==> config.mk <==
export PLATFORM = sky130hd
export DESIGN_NAME = text_line_sequencer
export DESIGN_NICKNAME = d
export VERILOG_FILES = /design/src/rtl/text_pkg.sv /design/src/rtl/char_buffer.sv /design/src/rtl/text_line_sequencer.sv
export SDC_FILE = /design/constraint.sdc
export NUM_CORES = 1
export LEC_CHECK = 0
export BUFFER_PORTS_ARGS = -buffer_cell sky130_fd_sc_hd__buf_2
export CORE_ASPECT_RATIO = 0.6
export CORE_MARGIN = 1
export CORE_UTILIZATION = 29
export CTS_BUF_LIST = sky130_fd_sc_hd__clkbuf_2
export CTS_CLUSTER_DIAMETER = 50
export DETAILED_ROUTE_END_ITERATION = 6
export PLACE_DENSITY_LB_ADDON = 0.12
export SKIP_LAST_GASP = 1
export SLEW_MARGIN = 10
export SYNTH_ARGS = -nofsm -noshare
export SYNTH_HDL_FRONTEND = slang
export SYNTH_SLANG_ARGS = --single-unit
==> constraint.sdc <==
create_clock -name clk -period 3.5 [get_ports clk]
set_input_delay 0.175 -clock clk [delete_from_list [all_inputs] [get_ports clk]]
set_output_delay 0.175 -clock clk [all_outputs]
set_load 0.02 [all_outputs]
==> src/rtl/text_pkg.sv <==
// Shared constants and FSM encoding for the text line sequencer and the character drawer.
package text_pkg;

    localparam int SCREEN_W      = 320;
    localparam int MAX_CHARS_DEF = 16;
    localparam int CHAR_W_DEF    = 9;
    localparam int LINE_H_DEF    = 12;
    localparam int X_LIMIT_DEF   = SCREEN_W;

    typedef enum logic [2:0] {
        S_IDLE,
        S_LOAD,
        S_ISSUE,
        S_WAIT_ACK,
        S_WAIT_DONE,
        S_ADVANCE,
        S_FINISH
    } seq_state_t;

    typedef struct packed {
        logic [7:0] code;
        logic [8:0] x;
        logic [8:0] y;
    } plot_t;

endpackage

==> src/rtl/char_buffer.sv <==
// Write-indexed store for one line of character codes, random-access read by index.
// Latency: an accepted write is visible in char_count/rd_data on the next cycle.
// Backpressure: none; writes are dropped unless wr_allow is high and the buffer is not full.
module char_buffer
    import text_pkg::*;
#(
    parameter int MAX_CHARS = MAX_CHARS_DEF,
    localparam int AW = $clog2(MAX_CHARS),
    localparam int CW = AW + 1
) (
    input  logic          clk,
    input  logic          reset,
    input  logic          wr_allow,
    input  logic          wr_en,
    input  logic [7:0]    wr_data,
    input  logic          flush,
    input  logic [AW-1:0] rd_idx,
    output logic [7:0]    rd_data,
    output logic [CW-1:0] char_count,
    output logic          full,
    output logic          overflow
);

    logic [7:0] mem [MAX_CHARS];
    logic       do_flush;
    logic       do_write;

    assign full     = (char_count == CW'(MAX_CHARS));
    assign do_flush = wr_allow && flush;
    // flush beats a same-cycle write, so the write is simply lost
    assign do_write = wr_allow && wr_en && !flush && !full;
    assign rd_data  = mem[rd_idx];

    always_ff @(posedge clk or posedge reset) begin
        if (reset) begin
            char_count <= '0;
            overflow   <= 1'b0;
        end else if (do_flush) begin
            char_count <= '0;
            overflow   <= 1'b0;
        end else if (do_write) begin
            char_count <= char_count + CW'(1);
        end else if (wr_allow && wr_en && full) begin
            overflow <= 1'b1;
        end
    end

    always_ff @(posedge clk) begin
        if (do_write) begin
            mem[char_count[AW-1:0]] <= wr_data;
        end
    end

endmodule

==> src/rtl/text_line_sequencer.sv <==
// Replays a buffered line of character codes to the character drawer, advancing and wrapping the cursor.
// Latency: start to first plot pulse is two cycles after the start cycle with an idle drawer.
// Backpressure: each plot waits for char_ready high, then for its fall (accept) and rise (finished).
module text_line_sequencer
    import text_pkg::*;
#(
    parameter int MAX_CHARS = MAX_CHARS_DEF,
    parameter int CHAR_W    = CHAR_W_DEF,
    parameter int LINE_H    = LINE_H_DEF,
    parameter int X_LIMIT   = X_LIMIT_DEF
) (
    input  logic                        clk,
    input  logic                        reset,
    input  logic                        wr_en,
    input  logic [7:0]                  wr_data,
    input  logic                        buf_flush,
    input  logic                        start,
    input  logic                        erase,
    input  logic [8:0]                  x_origin,
    input  logic [8:0]                  y_origin,
    input  logic                        char_ready,
    output logic [7:0]                  address,
    output logic [8:0]                  x_input,
    output logic [8:0]                  y_input,
    output logic                        enable_character_plot,
    output logic                        enable_clear,
    output logic [$clog2(MAX_CHARS):0]  char_count,
    output logic                        full,
    output logic                        overflow,
    output logic                        busy,
    output logic                        done
);

    localparam int AW = $clog2(MAX_CHARS);
    localparam int CW = AW + 1;
    localparam logic [9:0] STEP_X   = 10'(CHAR_W);
    localparam logic [9:0] TWO_STEP = 10'(2 * CHAR_W);
    localparam logic [9:0] STEP_Y   = 10'(LINE_H);
    localparam logic [9:0] EDGE_X   = 10'(X_LIMIT);

    seq_state_t    state;
    seq_state_t    state_nxt;
    logic [9:0]    cur_x;
    logic [9:0]    cur_y;
    logic [9:0]    org_x;
    logic          mode;
    logic [CW-1:0] rd_idx;
    logic [7:0]    rd_data;
    plot_t         plot_q;

    char_buffer #(.MAX_CHARS(MAX_CHARS)) u_buf (
        .clk        (clk),
        .reset      (reset),
        .wr_allow   (state == S_IDLE),
        .wr_en      (wr_en),
        .wr_data    (wr_data),
        .flush      (buf_flush),
        .rd_idx     (rd_idx[AW-1:0]),
        .rd_data    (rd_data),
        .char_count (char_count),
        .full       (full),
        .overflow   (overflow)
    );

    assign address = plot_q.code;
    assign x_input = plot_q.x;
    assign y_input = plot_q.y;

    always_ff @(posedge clk or posedge reset) begin
        if (reset) begin
            state <= S_IDLE;
        end else begin
            state <= state_nxt;
        end
    end

    always_comb begin
        state_nxt             = state;
        enable_character_plot = 1'b0;
        done                  = (state == S_FINISH);
        busy                  = (state != S_IDLE) && (state != S_FINISH);
        enable_clear          = mode && busy;
        case (state)
            S_IDLE:      if (start) state_nxt = S_LOAD;
            S_LOAD:      state_nxt = (char_count == '0) ? S_FINISH : S_ISSUE;
            S_ISSUE: begin
                if (char_ready) begin
                    enable_character_plot = 1'b1;
                    state_nxt             = S_WAIT_ACK;
                end
            end
            S_WAIT_ACK:  if (!char_ready) state_nxt = S_WAIT_DONE;
            S_WAIT_DONE: if (char_ready) state_nxt = S_ADVANCE;
            S_ADVANCE:   state_nxt = (rd_idx + CW'(1) == char_count) ? S_FINISH : S_LOAD;
            S_FINISH:    state_nxt = S_IDLE;
            default:     state_nxt = S_IDLE;
        endcase
    end

    always_ff @(posedge clk or posedge reset) begin
        if (reset) begin
            cur_x  <= '0;
            cur_y  <= '0;
            org_x  <= '0;
            mode   <= 1'b0;
            rd_idx <= '0;
            plot_q <= '0;
        end else begin
            case (state)
                S_IDLE: begin
                    if (start) begin
                        cur_x  <= {1'b0, x_origin};
                        org_x  <= {1'b0, x_origin};
                        cur_y  <= {1'b0, y_origin};
                        mode   <= erase;
                        rd_idx <= '0;
                    end
                end
                S_LOAD: begin
                    if (char_count != '0) begin
                        plot_q.code <= rd_data;
                        plot_q.x    <= cur_x[8:0];
                        plot_q.y    <= cur_y[8:0];
                    end
                end
                S_ADVANCE: begin
                    rd_idx <= rd_idx + CW'(1);
                    // wrap when the following character would cross the right edge
                    if (cur_x + TWO_STEP > EDGE_X) begin
                        cur_x <= org_x;
                        cur_y <= cur_y + STEP_Y;
                    end else begin
                        cur_x <= cur_x + STEP_X;
                    end
                end
                S_FINISH: mode <= 1'b0;
                default: ;
            endcase
        end
    end

endmodule

==> results of run 1 <==
==> power by group through the flow <==
stage	Combinational, mW	Sequential (mW)	Clock (mW)
floorplan	1.70	3.28	0
global placement	2.44	3.24	0
detailed placement	2.46	3.26	0
CTS	2.62	3.20	1.20
global route	2.85	3.27	1.28
finish	2.59	3.20	1.16
==> registers in the layout, indices dropped and copies added, names as in the netlist <==
name              count
x_input               9
org_x                 9
u_buf.mem           128
u_buf.overflow        1
mode                  1
cur_x                10
u_buf.char_count      5
rd_idx                5
y_input               9
state                 3
cur_y                 9
address               8
==> stage by stage <==
step	util (%)	area, sq um	hold slack (ns)	total power [mW]
6_report	35.1	10200	0.166	6.95
4_1_cts	35.1	10200	0.0437	7.03
5_1_grt	35.1	10200	0.0545	7.40
3_3_place_gp	32.5	9380	0.277	5.67
3_5_place_dp	32.5	9380	0.285	5.71
2_1_floorplan	-	8570	0.274	4.97
==> kinds of logic after synthesis <==
logic type,share of synthesized area [%]
muxes,14.1
AOI/OAI and AO/OA,6.00
xor gates and xnor gates,1.84
DFF,65.0
buffers and inverters,2.57
adders and majority gates,1.31
and+or+nand+nor,9.17
==> how the worst min path moves through the flow <==
stage	start	end
CTS	y_origin[6]	cur_y[6]
detailed placement	reset	address[6]
floorplan	wr_data[0]	u_buf.mem[0][0]
finish	x_origin[7]	cur_x[7]
global route	y_origin[6]	cur_y[6]
global placement	reset	address[6]
==> worst register-to-register path, cell delays in order, from the launching register on <==
cell and delay (ns):
dfrtp_1 0.53, inv_1 0.13, ha_1 0.28, and4bb_2 0.30, nor3_4 0.31, nand2_1 0.20, nor3b_1 0.63, buf_4 0.28
==> cell usage after synthesis, types with 9 or more instances <==
library cell,n
clkbuf_1,22
dfrtp_1,69
edfxtp_1,128
ha_1,9
mux2_2,22
mux4_2,40
nand2_1,65
nand3_1,13
nor2_1,20
o21ai_0,19
xnor2_1,9
xor2_1,9
==> metal layers <==
| metal | part of all wire [%] | vias up | global-route usage, % |
|---|---|---|---|
| met4 | 0.57 | 0 | 3.31 |
| met5 | 0 | - | 0 |
| li1 | - | 2369 | - |
| met1 | 55 | 2735 | 25.3 |
| met3 | 4.1 | 7 | 3.82 |
| met2 | 41 | 87 | 20.8 |
==> layout make-up <==
cell class	count	area share [%]
Timing Repair Buffer	141	10.0
Clock buffer	18	0.887
Clock inverter	14	1.47
Antenna cell	1	0.0246
Inverter	8	0.308
Multi-Input combinational cell	315	27.5
Sequential cell	197	54.9
Tap cell	400	4.93
==> metrics.csv, run 1 <==
metric,value,unit
arrival,3.45,ns
drt-initial-drc-count,402,
vias,5198,
max_stage_delay,0.63,ns
viasPerCell,4.75,
critical_path_class,reg2reg,
startpoint,u_buf.char_count[0],
cts_buffer_depth,2,
nets,722,
fillers,2811,
timing.fmax,344,MHz
crit_required,4.04,ns
drive_above_1_share,28.4,%
seq_area_frac_synth,65.0,%
first_global_vias,5192,
critPathBufInv,2,
powerDensity,685,mW/mm^2
clock-sinks,197,
p_sw_share,37.2,%
synthCells,555,
numCtsBuffers,17,
core,0.0289,sq mm
outcome,"complete, no violations",
synth_area,0.00857,sq mm
synth-edff-count,128,
setup_tns,0,ns
synth_top_flop_cell,edfxtp_1,
hold_class,in2reg,
start_kind,register,
rsz0062_at_grt,false,
ys_seq_elements,197,
rr_startpoint,u_buf.char_count[0],
worst_slack,0.596,ns
clkTransAtPathRegs,0.30,ns
period_needed,2.90,ns
final-seq-area,0.00557,sq mm
antenna_found_initial,2,
critical_path_depth,7,
final_common_cell,edfxtp_1,
die_area,0.0303,sq mm
synth_area_leader_cell,edfxtp_1,
stdcell_count,1094,
path_delay_family,simple AND/OR/NAND/NOR gates,
cts.repair.resized,0,
h-tree-depth,4,
relSlewSlack,50.4,%
grt_pass1_wl,34000,microns
hold_viol_final,0,
root_buffer,clkbuf_2,
die_w,224,microns
dp_slack,0.649,ns
yosysWarningCount,0,
ff2ff_path_depth,7,
grt_overflow,0,
p_clk_share,16.7,%
cts_setup_buffers,0,
synth_cell_types,67,
layout_common_cells,"edfxtp_1, buf_2, dfrtp_1, nand2_1, dlygate4sd3_1",
synth-async-reset-ratio,35.0,%
path_cells,inv_1 -> ha_1 -> and4bb_2 -> nor3_4 -> nand2_1 -> nor3b_1 -> buf_4,
setup_viol,0,
clk_latency,0.81,ns
crit_path_end,u_buf.mem[11][5],
drv_slew,0,
track_usage,15.7,%
syn_avg_cell_area,15.4,sq um
power_frac_comb,37.3,%
vdd.ir_drop.worst,0.000193,V
intPower,4.36,mW
critPathCaptureType,register,
ctsHoldBuffers,53,
initial_utilization,29.7,%
multi_input_area,0.00279,sq mm
synth_area_leaders,"edfxtp_1, dfrtp_1, mux4_2",
path_max_fanout,8,
wire_per_inst,20.6,microns
port_buffers,69,
regToRegEndpoint,u_buf.mem[11][5],
syn-num-nets,597,
first_pass_iters,5,
tightest_slew,0.745,ns
drt_wl_total,22500,microns
syn_to_final_growth,18.5,%
fp.dieH,135,microns
slowest_stage,nor3b_1,
period_share,83.0,%
synth_top_area_share,44.9,%
hpwl,15400,microns
drc_errors,0,
seq_power_share,46.1,%
cts_tree,built,
place_congestion,0.782,
ant_nets,0,
dp.cells,1008,
skew,0.0495,ns
min_path_cells,4,
rows,48,
p_leak,3.77,nW
regToRegSetupSlack,0.60,ns
grt_max_degree,33,
boundaryPins,70,
drv_cap,0,
switchingPower,2.59,mW
Note: power is estimated with default switching activity, not from simulation.
==> inputs of run 2 (changes only) <==
==> constraint.sdc (replaced) <==
create_clock -name clk -period 2.42 [get_ports clk]
set_input_delay 0.121 -clock clk [delete_from_list [all_inputs] [get_ports clk]]
set_output_delay 0.121 -clock clk [all_outputs]
set_load 0.02 [all_outputs]
==> run 2 against run 1 <==
Effect of this change: final area grew 3.8%; clock power rose by 65%; register-to-register slack got worse by 0.49 ns; global-route usage fell by 0.50 points; count of clock-buffer cells in the layout did not move; flip-flop and latch count is the same; non-clock buffer count increased by 27; first-iteration DRC count increased by 30%; cell count increased by 2.5%; highest routed layer unchanged; via count grew 2.2%; routed wire length down 1.7%.
==> metrics.csv, run 2 (synthesis gave the netlist of run 1 again) <==
metric,value,unit,change
outcome,"complete, no violations",,
drv_slew,0,,unchanged
grt_max_degree,39,,+18%
first_global_vias,5319,,+2.4%
setup_viol,0,,unchanged
boundaryPins,70,,unchanged
wire_per_inst,19.8,microns,-4.1%
initial_utilization,29.7,%,unchanged
hold_class,in2reg,,
powerDensity,1000,mW/mm^2,+46%
cts_setup_buffers,0,,unchanged
core,0.0289,sq mm,unchanged
clock-sinks,197,,unchanged
path_delay_family,simple AND/OR/NAND/NOR gates,,
p_leak,3.96,nW,+5.1%
arrival,2.75,ns,-0.70 ns
timing.fmax,431,MHz,+25%
placed_area,0.00972,sq mm,+3.7%
drive_above_1_share,32.4,%,+4.0 points
path_max_fanout,8,,unchanged
clk_latency,0.78,ns,-0.03 ns
numCtsBuffers,17,,unchanged
relSlewSlack,45.6,%,-4.8 points
die_w,224,microns,unchanged
grt_overflow,0,,unchanged
crit_required,2.85,ns,-1.19 ns
drt-initial-drc-count,523,,+30%
layout_common_cells,"edfxtp_1, buf_2, dfrtp_1, nand2_1, dlygate4sd3_1",,
drv_cap,0,,unchanged
root_buffer,clkbuf_2,,
drc_errors,0,,unchanged
port_buffers,69,,unchanged
critical_path_class,reg2reg,,
skew,0.0422,ns,-0.00731 ns
final_area,0.0105,sq mm,+3.8%
intPower,6.78,mW,+55%
ant_nets,0,,unchanged
h-tree-depth,4,,unchanged
p_clk_share,18.1,%,+1.4 points
fp.dieH,135,microns,unchanged
hold_viol_final,0,,unchanged
hpwl,15300,microns,-0.51%
vdd.ir_drop.worst,0.000343,V,+77%
stdcell_count,1121,,+2.5%
die_area,0.0303,sq mm,unchanged
path_cells,or4b_1 -> buf_4 -> nor3_4 -> buf_4 -> and4_1,,
first_pass_iters,7,,+2
cts_tree,built,,
switchingPower,3.77,mW,+46%
rows,48,,unchanged
clkTransAtPathRegs,0.28,ns,-0.02 ns
final_common_cell,edfxtp_1,,
dp.cells,1038,,+3.0%
crit_path_frequent_cell,buf_4,,
finalPower,10.5,mW,+52%
tightest_slew,0.813,ns,+0.0683 ns
syn_to_final_growth,23.0,%,
max_stage_delay,0.54,ns,-0.09 ns
critPathBufInv,2,,unchanged
nets,749,,+3.7%
largest_register_ffs,128,,unchanged
viasPerCell,4.74,,-0.29%
vias,5311,,+2.2%
slowest_stage,or4b_1,,
critPathCaptureType,register,,
grt_pass1_wl,33700,microns,-0.91%
finish.utilization,36.5,%,+1.3 points
rsz0062_at_grt,false,,
power_frac_comb,39.0,%,+1.7 points
seq_power_share,42.9,%,-3.2 points
period_share,95.8,%,+13 points
start_kind,register,,
place_congestion,0.760,,-2.9%
antenna_found_initial,1,,-1
drt_wl_total,22200,microns,-1.7%
period_needed,2.32,ns,-0.585 ns
cts_buffer_depth,2,,unchanged
track_usage,15.2,%,-0.50 points
p_sw_share,35.7,%,-1.5 points
[run 2: changes by cell type in the layout (fill, tap and decap cells not counted), sizes merged]
cell	change
inv	-3
bufinv	+3
dlygate4sd3	-3
diode	+1
buf	+30
clkinv	-1
[run 2: repair_timing]
item,in CTS,in global routing
hold buffers,50,0
endpoints found under the setup margin,2,2
pin swaps,0,1
gates resized for setup,2,3
endpoints found under the hold margin,244,0
[run 2: power groups by stage]
stage          clock [mW]  combinational [mW]  sequential [mW]
2_1_floorplan           0                2.45             4.74
3_3_place_gp            0                3.93             4.59
3_5_place_dp            0                3.98             4.61
4_1_cts              1.97                4.13             4.53
5_1_grt              2.10                4.48             4.61
6_report             1.91                4.11             4.53
[run 2: routing by layer]
layer | vias to the layer above | global-route usage, % | routed length, microns | part of all wire [%]
li1 | 2428 | - | - | -
met1 | 2731 | 24.5 | 11800 | 53
met2 | 141 | 20.1 | 9050 | 41
met3 | 11 | 3.62 | 1120 | 5.1
met4 | 0 | 3.46 | 150 | 0.68
met5 | - | 0 | 0 | 0
[run 2: worst reg2reg max path: stages (launching register included)]
cell and delay, ns:
dfrtp_1 0.45, or4b_1 0.54, buf_4 0.17, nor3_4 0.15
buf_4 0.16, and4_1 0.51
[run 2: per-stage QoR]
stage / setup TNS, ns / setup slack, ns / hold slack, ns
floorplan: -0.957 / -0.0696 / 0.220
global placement: 0 / 0.0910 / 0.249
detailed placement: 0 / 0.0404 / 0.263
CTS: 0 / 0.0330 / 0.0385
global route: 0 / 0.000964 / 0.0641
finish: 0 / 0.102 / 0.139
[run 2: cell type report]
class,count,area (sq um)
clock buffers,18,90.1
well taps,400,500
multi-input cells,315,2830
fillers,2775,18300
repair buffers,168,1310
diodes,2,5.00
flip-flops and latches,197,5570
inverters,8,31.3
clock inverters,13,203
[run 2: worst paths after layout]
| path | start | endpoint | slack, ns | cells after the start |
|---|---|---|---|---|
| max in group asynchronous | reset | address[0] | 1.22 | 5 |
| worst max register to register | state[1] | u_buf.mem[14][5] | 0.10 | 5 |
| worst max-delay path | state[1] | u_buf.mem[14][5] | 0.10 | 5 |
| worst min register to register | org_x[0] | org_x[0] | 0.52 | 2 |
| min in group asynchronous | reset | org_x[3] | 0.52 | 4 |
| worst min-delay path | x_origin[5] | org_x[5] | 0.14 | 4 |
==> inputs of run 3 (changes only) <==
--- a/config.mk
+++ b/config.mk
@@ -8,13 +8,13 @@
 export BUFFER_PORTS_ARGS = -buffer_cell sky130_fd_sc_hd__buf_2
 export CORE_ASPECT_RATIO = 0.6
 export CORE_MARGIN = 1
-export CORE_UTILIZATION = 29
+export CORE_UTILIZATION = 50
 export CTS_BUF_LIST = sky130_fd_sc_hd__clkbuf_2
 export CTS_CLUSTER_DIAMETER = 50
 export DETAILED_ROUTE_END_ITERATION = 6
 export PLACE_DENSITY_LB_ADDON = 0.12
 export SKIP_LAST_GASP = 1
-export SLEW_MARGIN = 10
+export SLEW_MARGIN = 20
 export SYNTH_ARGS = -nofsm -noshare
 export SYNTH_HDL_FRONTEND = slang
 export SYNTH_SLANG_ARGS = --single-unit
==> run 3 against run 2 <==
Effect of this change: clock power decreased by 17%; global-route usage increased by 8.0 points; total power decreased by 3.3%; setup slack about the same; via count increased by 0.88%; highest routed layer unchanged; non-clock buffer count decreased by 5; final area decreased by 3.3%; register-to-register slack about the same; largest power group unchanged; routed wire length decreased by 13%; critical path depth increased by 3; combinational power about the same; core utilization increased by 25 points.
==> metrics.csv, run 3 (synthesis gave the netlist of run 1 again) <==
metric,value,unit,change
start_kind,register,,
dp.cells,859,,-17%
path_delay_family,compound AO/OA/AOI/OAI gates,,
nets,744,,-0.67%
final_area,0.0102,sq mm,-3.3%
cts_buffer_depth,2,,unchanged
port_buffers,69,,unchanged
boundaryPins,70,,unchanged
vdd.ir_drop.worst,0.000663,V,+93%
num_antenna_cells,0,,-2
syn_to_final_growth,18.9,%,
powerDensity,1000,mW/mm^2,about the same
h-tree-depth,4,,unchanged
die_w,171,microns,-24%
antenna_found_initial,0,,-1
hold_class,in2reg,,
regToRegSetupSlack,0.10,ns,about the same
rr_startpoint,cur_x[1],,
drt_wl_total,19300,microns,-13%
hold_end,cur_x[8],,
relSlewSlack,50.7,%,+5.1 points
clock-sinks,197,,unchanged
timing.fmax,431,MHz,about the same
use_met3,3.81,%,+0.18 points
tightest_slew,0.736,ns,-0.0766 ns
period_share,95.8,%,about the same
skew,0.0687,ns,+0.0266 ns
hpwl,13400,microns,-12%
core,0.0165,sq mm,-43%
drv_slew,0,,unchanged
vias,5358,,+0.88%
max_stage_delay,0.47,ns,-0.07 ns
ant_nets,0,,unchanged
drive_above_1_share,33.1,%,+0.74 points
path_cells,ha_1 -> a21oi_4 -> nor2b_4 -> o32a_4 -> a32oi_4 -> buf_12 -> o22ai_1 -> a211oi_2,,
final-seq-area,0.00557,sq mm,unchanged
viasPerCell,5.68,,+20%
track_usage,23.2,%,+8.0 points
outcome,"complete, no violations",,
finish.utilization,61.8,%,+25 points
grt_max_degree,36,,-7.7%
initial_utilization,52.0,%,+22 points
stdcell_count,943,,-16%
critical_path_class,reg2reg,,
layout_common_cells,"edfxtp_1, buf_2, dfrtp_1, nand2_1, dlygate4sd3_1",,
use_met2,31.1,%,+11 points
use_met1,38.9,%,+14 points
path_max_fanout,21,,+13
grt_overflow,0,,unchanged
critPathCaptureType,register,,
drc_errors,0,,unchanged
grt_pass1_wl,29700,microns,-12%
place_congestion,0.874,,+15%
root_buffer,clkbuf_2,,
first_global_vias,5135,,-3.5%
numCtsBuffers,17,,unchanged
grt.busiest_layer,met1,,
rsz0062_at_grt,false,,
largest_register_ffs,128,,unchanged
fp.dieH,103,microns,-23%
min_path_cells,4,,unchanged
regToRegEndpoint,cur_y[7],,
critPathBufInv,1,,-1
crit_required,3.08,ns,+0.23 ns
multi_input_area,0.00282,sq mm,about the same
fillers,1277,,-54%
first_pass_iters,4,,-3
final_common_cell,edfxtp_1,,
hold_viol_final,0,,unchanged
drt-initial-drc-count,459,,-12%
setup_viol,0,,unchanged
clkTransAtPathRegs,0.34,ns,+0.06 ns
hold_start,x_origin[8],,
clk_latency,0.78,ns,about the same
cts_tree,built,,
ff2ff_path_depth,8,,+3
die_area,0.0177,sq mm,-42%
slowest_stage,dfrtp_1,,
rows,36,,-25%
wire_per_inst,20.5,microns,+3.7%
period_needed,2.32,ns,-0.000198 ns
placed_area,0.00941,sq mm,-3.2%
arrival,2.98,ns,+0.23 ns
drv_cap,0,,unchanged
p_leak,3.92,nW,-1.1%
setup_tns,0,ns,unchanged
## run 3: cell types whose count changed in the layout (fill, tap and decap cells not counted), moves of 3 or more
cell       previous run  this run
and2_1                6         3
inv_6                 2         5
bufinv_16             5         0
clkinv_8              0         4
and2_2                1         4
buf_12                8         5
## run 3: stage by stage
step | setup WS [ns] | total power [mW] | hold slack (ns)
floorplan | -0.0696 | 7.19 | 0.220
global placement | 0.136 | 8.31 | 0.248
detailed placement | 0.0749 | 8.42 | 0.256
CTS | 0.00277 | 10.2 | 0.0350
global route | 0.0162 | 10.8 | 0.101
finish | 0.102 | 10.2 | 0.0969
## run 3: what timing repair did
action	CTS	global route
endpoints found under the setup margin	2	62
resized for setup	1	9
endpoints found under the hold margin	235	0
pin swaps	0	1
hold buffers	50	0
buffers inserted	0	2
## run 3: where the power goes
group / internal, mW / switching (mW) / leakage [nW]
clock network: 0.335 / 1.25 / 0.141
logic: 1.93 / 2.19 / 1.77
registers: 4.10 / 0.394 / 2.01
## run 3: area by class of cell
class                      count  area share [%]
timing repair buffer         163            12.2
tap                          228            2.80
inverter                       8           0.295
sequential                   197            54.7
multi-input combinational    315            27.7
clock inverter                15            1.55
clock buffer                  17           0.835
## run 3: per-layer routing
metal  up-vias  routed length (microns)
met2       201                     8000
met4         0                      137
met1      2727                     9810
li1       2417                        -
met3        13                     1360
met5         -                        0
## run 3: worst reg2reg max path, stage by stage, from the launching register on
cell and delay, ns:
dfrtp_1 0.47, ha_1 0.31, a21oi_4 0.23, nor2b_4 0.06
o32a_4 0.32, a32oi_4 0.30, buf_12 0.20, o22ai_1 0.12
a211oi_2 0.21
## run 3: worst max path at each step
stage / cells past startpoint / startpoint / to / slack, ns
global route: 8 / cur_x[1] / cur_y[8] / 0.02
global placement: 4 / state[0] / u_buf.mem[4][5] / 0.14
CTS: 8 / cur_x[1] / cur_y[7] / 0.003
finish: 8 / cur_x[1] / cur_y[7] / 0.10
floorplan: 6 / u_buf.char_count[0] / u_buf.mem[11][0] / -0.07
detailed placement: 4 / state[0] / u_buf.mem[4][6] / 0.07
